## src/rtl/axis_packet_writer_pkg.sv

```systemverilog
// Shared definitions for the packet writer: FSM state encoding and the
// packet RAM capacity helper.
package axis_packet_writer_pkg;

    typedef enum logic [2:0] {
        IDLE  = 3'd0,
        FILL  = 3'd1,
        FLUSH = 3'd2,
        DROP  = 3'd3,
        DONE  = 3'd4
    } state_e;

    // Number of 32-bit words the packet RAM holds for a given address width.
    function automatic int unsigned capacity_words(input int unsigned addr_width);
        return 32'd1 << addr_width;
    endfunction

endpackage

```

## src/rtl/axis_word_pairer.sv

```systemverilog
// Packs consecutive stream beats into one double-word RAM write.
// Ports:
//   clk, rst        clock, synchronous active-high reset
//   beat_i          a beat is being stored this cycle
//   data_i          beat payload
//   idx_i           word index of the beat (low bits of the word counter)
//   flush_i         emit the held beat alone, padded with zero
//   ram_addr_o      even word address of the write
//   ram_di_o        {word at addr, word at addr+1}
//   ram_wr_en_o     one-cycle write strobe
module axis_word_pairer #(
    parameter int AW = 10,
    parameter int DW = 32
) (
    input  logic            clk,
    input  logic            rst,
    input  logic            beat_i,
    input  logic [DW-1:0]   data_i,
    input  logic [AW-1:0]   idx_i,
    input  logic            flush_i,
    output logic [AW-1:0]   ram_addr_o,
    output logic [2*DW-1:0] ram_di_o,
    output logic            ram_wr_en_o
);

    logic [DW-1:0]   hold_q, hold_d;
    logic [AW-1:0]   addr_q, addr_d;
    logic [2*DW-1:0] di_q, di_d;
    logic            wr_q, wr_d;

    always_comb begin
        hold_d = hold_q;
        wr_d   = 1'b0;
        addr_d = '0;
        di_d   = '0;
        if (beat_i) begin
            if (!idx_i[0]) begin
                hold_d = data_i;
            end else begin
                wr_d   = 1'b1;
                addr_d = {idx_i[AW-1:1], 1'b0};
                di_d   = {hold_q, data_i};
            end
        end
        // During flush the counter already points past the held beat, so
        // clearing its LSB lands on the held beat's even address.
        if (flush_i) begin
            wr_d   = 1'b1;
            addr_d = {idx_i[AW-1:1], 1'b0};
            di_d   = {hold_q, {DW{1'b0}}};
        end
    end

    always_ff @(posedge clk) begin
        if (rst) begin
            hold_q <= '0;
            addr_q <= '0;
            di_q   <= '0;
            wr_q   <= 1'b0;
        end else begin
            hold_q <= hold_d;
            addr_q <= addr_d;
            di_q   <= di_d;
            wr_q   <= wr_d;
        end
    end

    assign ram_addr_o  = addr_q;
    assign ram_di_o    = di_q;
    assign ram_wr_en_o = wr_q;

endmodule

```

## src/rtl/axis_packet_writer.sv

```systemverilog
// Writes one AXI-Stream packet into the packet RAM as 64-bit pairs and hands
// the buffer to the filter core, stalling the stream until it is released.
// Ports:
//   clk, rst                       clock, synchronous active-high reset
//   s_axis_tdata/tvalid/tready/tlast  input stream
//   ram_addr, ram_di, ram_wr_en    RAM write port (even addresses only)
//   ram_len_rst                    clears the RAM length tracker per packet
//   pkt_ready, pkt_words, pkt_overflow, pkt_ack  buffer handoff
//
// state | meaning
// IDLE  | clear counter/overflow; length-tracker clear pulses next cycle
// FILL  | accept beats, write every second beat as a pair
// FLUSH | write the lone trailing beat with a zero upper slot
// DROP  | RAM full: swallow beats until tlast
// DONE  | buffer owned by filter core until pkt_ack
module axis_packet_writer
    import axis_packet_writer_pkg::*;
#(
    parameter int PORT_ADDR_WIDTH = 10,
    parameter int PORT_DATA_WIDTH = 32
) (
    input  logic                         clk,
    input  logic                         rst,
    input  logic [PORT_DATA_WIDTH-1:0]   s_axis_tdata,
    input  logic                         s_axis_tvalid,
    output logic                         s_axis_tready,
    input  logic                         s_axis_tlast,
    output logic [PORT_ADDR_WIDTH-1:0]   ram_addr,
    output logic [2*PORT_DATA_WIDTH-1:0] ram_di,
    output logic                         ram_wr_en,
    output logic                         ram_len_rst,
    output logic                         pkt_ready,
    output logic [PORT_ADDR_WIDTH:0]     pkt_words,
    output logic                         pkt_overflow,
    input  logic                         pkt_ack
);

    localparam int AW = PORT_ADDR_WIDTH;
    localparam logic [AW:0] CAP = (AW+1)'(capacity_words(AW));

    state_e      state_q, state_d;
    logic [AW:0] cnt_q, cnt_d;
    logic        ovf_q, ovf_d;

    logic        tready_q, tready_d;
    logic        len_rst_q, len_rst_d;
    logic        pkt_ready_q, pkt_ready_d;
    logic [AW:0] pkt_words_q, pkt_words_d;
    logic        pkt_ovf_q, pkt_ovf_d;

    logic hs;
    logic cap_hit;
    logic fill_beat;

    assign hs        = s_axis_tvalid & tready_q;
    assign cap_hit   = (cnt_q == CAP);
    assign fill_beat = (state_q == FILL) & hs & ~cap_hit;

    always_ff @(posedge clk) begin
        if (rst) begin
            state_q     <= IDLE;
            cnt_q       <= '0;
            ovf_q       <= 1'b0;
            tready_q    <= 1'b0;
            len_rst_q   <= 1'b0;
            pkt_ready_q <= 1'b0;
            pkt_words_q <= '0;
            pkt_ovf_q   <= 1'b0;
        end else begin
            state_q     <= state_d;
            cnt_q       <= cnt_d;
            ovf_q       <= ovf_d;
            tready_q    <= tready_d;
            len_rst_q   <= len_rst_d;
            pkt_ready_q <= pkt_ready_d;
            pkt_words_q <= pkt_words_d;
            pkt_ovf_q   <= pkt_ovf_d;
        end
    end

    always_comb begin
        state_d = state_q;
        cnt_d   = cnt_q;
        ovf_d   = ovf_q;
        unique case (state_q)
            IDLE: begin
                cnt_d   = '0;
                ovf_d   = 1'b0;
                state_d = FILL;
            end
            FILL: begin
                if (hs) begin
                    if (cap_hit) begin
                        ovf_d   = 1'b1;
                        state_d = s_axis_tlast ? DONE : DROP;
                    end else begin
                        cnt_d = cnt_q + (AW+1)'(1);
                        if (s_axis_tlast) begin
                            state_d = cnt_q[0] ? DONE : FLUSH;
                        end
                    end
                end
            end
            FLUSH: state_d = DONE;
            DROP: begin
                if (hs && s_axis_tlast) begin
                    state_d = DONE;
                end
            end
            DONE: begin
                // Only an ack seen while pkt_ready is visible releases the
                // buffer, so a held ack cannot skip a packet.
                if (pkt_ack && pkt_ready_q) begin
                    state_d = IDLE;
                end
            end
            default: state_d = IDLE;
        endcase
    end

    always_comb begin
        // tready follows the next state so it lines up with FILL/DROP cycles.
        tready_d    = (state_d == FILL) || (state_d == DROP);
        len_rst_d   = (state_q == IDLE);
        pkt_ready_d = (state_q == DONE) && !(pkt_ack && pkt_ready_q);
        pkt_words_d = '0;
        pkt_ovf_d   = 1'b0;
        if (pkt_ready_d) begin
            pkt_words_d = (cnt_q > CAP) ? CAP : cnt_q;
            pkt_ovf_d   = ovf_q;
        end
    end

    axis_word_pairer #(
        .AW(AW),
        .DW(PORT_DATA_WIDTH)
    ) u_pairer (
        .clk         (clk),
        .rst         (rst),
        .beat_i      (fill_beat),
        .data_i      (s_axis_tdata),
        .idx_i       (cnt_q[AW-1:0]),
        .flush_i     (state_q == FLUSH),
        .ram_addr_o  (ram_addr),
        .ram_di_o    (ram_di),
        .ram_wr_en_o (ram_wr_en)
    );

    assign s_axis_tready = tready_q;
    assign ram_len_rst   = len_rst_q;
    assign pkt_ready     = pkt_ready_q;
    assign pkt_words     = pkt_words_q;
    assign pkt_overflow  = pkt_ovf_q;

endmodule
```

## config.mk

```make
export PLATFORM = sky130hd
export DESIGN_NAME = axis_packet_writer
export DESIGN_NICKNAME = d
export VERILOG_FILES = /design/src/rtl/axis_packet_writer_pkg.sv /design/src/rtl/axis_word_pairer.sv /design/src/rtl/axis_packet_writer.sv
export SDC_FILE = /design/constraint.sdc
export NUM_CORES = 1
export LEC_CHECK = 0
export CORE_MARGIN = 2
export CORE_UTILIZATION = 44
export CTS_BUF_LIST = sky130_fd_sc_hd__clkbuf_4 sky130_fd_sc_hd__clkbuf_8
export CTS_CLUSTER_DIAMETER = 30
export DETAILED_ROUTE_END_ITERATION = 8
export MAX_ROUTING_LAYER = met4
export PLACE_DENSITY = 0.77
export SETUP_SLACK_MARGIN = 0.05
export SLEW_MARGIN = 20
export SYNTH_ARGS = -nofsm -noshare
export SYNTH_HDL_FRONTEND = slang
export SYNTH_SLANG_ARGS = --single-unit
```

## constraint.sdc

```tcl
create_clock -name clk -period 2.05 [get_ports clk]
set_clock_uncertainty 0.1 [all_clocks]
set_input_delay 0.41 -clock clk [delete_from_list [all_inputs] [get_ports clk]]
set_output_delay 0.41 -clock clk [all_outputs]
set_load 0.1 [all_outputs]
```

==> metrics.csv <==
metric;value;unit
syn-num-nets;479;
ir_drop;425;uV
worstHoldEndpoint;ovf_q;
htreeDepth;4;
holdPathStages;2;
slew_headroom;63.5;%
io_pins;127;
cts_made_buffers;17;
hold_path.class;in -> reg;
synth.largest_area_cell;dfxtp_1;
start_kind;register;
slew_viol_final;0;
netlist_area;0.00456;sq mm
ys_async_sr_fraction;0;%
hold_violations;0;
cts_buffer_depth;2;
grt_overflow;0;
chipWidth;106;um
antenna_found_initial;0;
rows;37;
yosysMostFrequentCell;dfxtp_1;
num_antenna_cells;0;
p_int;4.42;mW
pwr_density_cell;881;mW/mm^2
clkPwrFrac;46.8;%
worst-r2r-setup-slack;0.1;ns
place_congestion;0.858;
fin_total_pwr;5.59;mW
power_frac_seq;48.0;%
grt_max_degree;35;
min_period;1.95;ns
synth_top_cell_area_share;59.7;%
ant_nets;0;
start_util;44.8;%
synthFlopType;dfxtp_1;
grt_pass1_wl;16400;um
drtPass1Iterations;4;
crit_path_start;cnt_q[0];
clock_latency;0.43;ns
hold_start;rst;
grt_pass1_vias;3342;
coreArea;0.0102;sq mm
grtUsageTotal;19.4;%
vias;3554;
cp-end-kind;register;
finalSetupViolCount;0;
worstPathMaxFanout;26;
leakagePower;2.61;nW
avgSynthCellArea;10.4;sq um
fin_nets;616;
regArea;0.00273;sq mm
seq_area_frac_synth;59.7;%
cts_hold_buf;0;
die-area;0.0112;sq mm
whs;0.154;ns
synth-seq-cells;136;
synth_area_leaders;dfxtp_1, and2_1, a21oi_1;
synthDistinctLibCells;47;
cts_tree;built;
syn_to_final_growth;38.9;%
switching_share;20.8;%
hpwl;7090;um
drt_iter0_markers;163;
die_y;106;um
drive_above_1_share;28.5;%
cts-root-buf;clkbuf_8;
worstPathArrival;2.17;ns
status;finished clean;
rr_worst_depth;7;
viasPerCell;4.90;
ys.warnings.count;0;
drv_cap;0;
finalCritPeriodShare;95.2;%
p_sw;1.16;mW
place.port_buffers;125;
path_clk_slew;0.07;ns
synth_edf_count;0;
cp.required;2.27;ns
final_util;62.2;%
rsz0062_at_grt;false;
worstReg2RegEnd;u_pairer.ram_di_o[46];
p_comb_share;5.2;%
drt-wirelength-per-cell;14.4;um
synthTopCellsByCount;dfxtp_1, and2_1, a21oi_1;
drc;0;
syn_inst;440;
path_class;reg -> reg;
multi_input_area;0.00166;sq mm
tightestPinTransition;0.533;ns
worstReg2RegStart;cnt_q[0];
fmax;0.512;GHz
num-fill-cells;888;
totalWireLength;10500;um
cts_num_sinks;136;
-- cell usage in the layout, fill, tap and decap left out, types with 6 or more instances in the layout --
master	n
nor2_1	16
dfxtp_1	135
bufinv_16	6
inv_1	7
xnor2_1	8
o21ai_1	23
and2b_1	21
buf_4	108
and2_1	44
nand3_1	36
a21oi_1	37
clkdlybuf4s50_1	35
nor2b_1	18
o21ai_2	8
clkbuf_8	19
-- stage by stage --
step,cell area [sq um],instances,TNS [ns],setup WS (ns)
after floorplan,4570,440,0,0.0766
after global placement,5830,693,-5.94,-0.145
after detailed placement,5830,693,-10.0,-0.180
after CTS,6320,724,0,0.0801
after global routing,6340,725,0,0.0375
final,6340,725,0,0.0977
-- repair_timing --
item | in CTS | in global routing
endpoints found under the hold margin | 0 | 0
resized for setup | 1 | 3
setup buffers | 0 | 1
pin swaps | 0 | 1
setup endpoints to repair | 2 | 50
gates cloned | 0 | 0
-- metal layers --
metal,vias to the layer above,track usage [%],wire (um)
met1,1660,23.9,4700
met4,0,6.95,116
met2,122,30.3,5050
met5,-,-,0
li1,1764,-,-
met3,8,5.94,608
-- registers in the layout, indices dropped and copies added, names as in the netlist, 3 cells and up --
name / cells
state_q: 3
u_pairer.ram_addr_o: 9
u_pairer.hold_q: 32
cnt_q: 11
u_pairer.ram_di_o: 64
pkt_words: 11
-- power by group through the flow --
| stage | logic, mW | registers, mW | clock network [mW] |
|---|---|---|---|
| detailed placement | 0.287 | 2.74 | 0 |
| finish | 0.291 | 2.68 | 2.61 |
| CTS | 0.288 | 2.68 | 2.66 |
| global placement | 0.281 | 2.74 | 0 |
| floorplan | 0.125 | 2.78 | 0 |
| global route | 0.310 | 2.68 | 2.78 |
-- critical path, stage by stage (launching register included) --
cell and delay (ns):
dfxtp_1 0.31, inv_1 0.10, ha_1 0.18, nor2b_1 0.19, nand4_1 0.27, a31oi_4 0.29, buf_12 0.20, and2b_1 0.19
-- final cells by class --
cell class / instances / area share [%]
Multi-Input combinational cell: 265 / 26.2
Inverter: 7 / 0.415
Tap cell: 136 / 2.69
Sequential cell: 136 / 43.0
Clock inverter: 12 / 3.49
Clock buffer: 19 / 4.13
Timing Repair Buffer: 150 / 20.0
-- cells by family after synthesis --
family,after synthesis,synth area share [%]
AO/OA/AOI/OAI,84,10.7
XOR/XNOR,8,1.54
adder cells (fa/ha/maj),2,0.548
buffers and inverters,39,4.55
flip-flops,136,59.7
multiplexers,2,0.494
other,1,0.0822
AND/OR/NAND/NOR,168,22.4
-- worst max-delay path by stage --
stage | to | slack, ns
floorplan | cnt_q[1] | 0.08
global placement | u_pairer.hold_q[0] | -0.15
detailed placement | u_pairer.hold_q[15] | -0.18
CTS | u_pairer.hold_q[8] | 0.08
global route | u_pairer.ram_di_o[47] | 0.04
finish | u_pairer.ram_di_o[46] | 0.1
(Power assumes the default switching activity.)
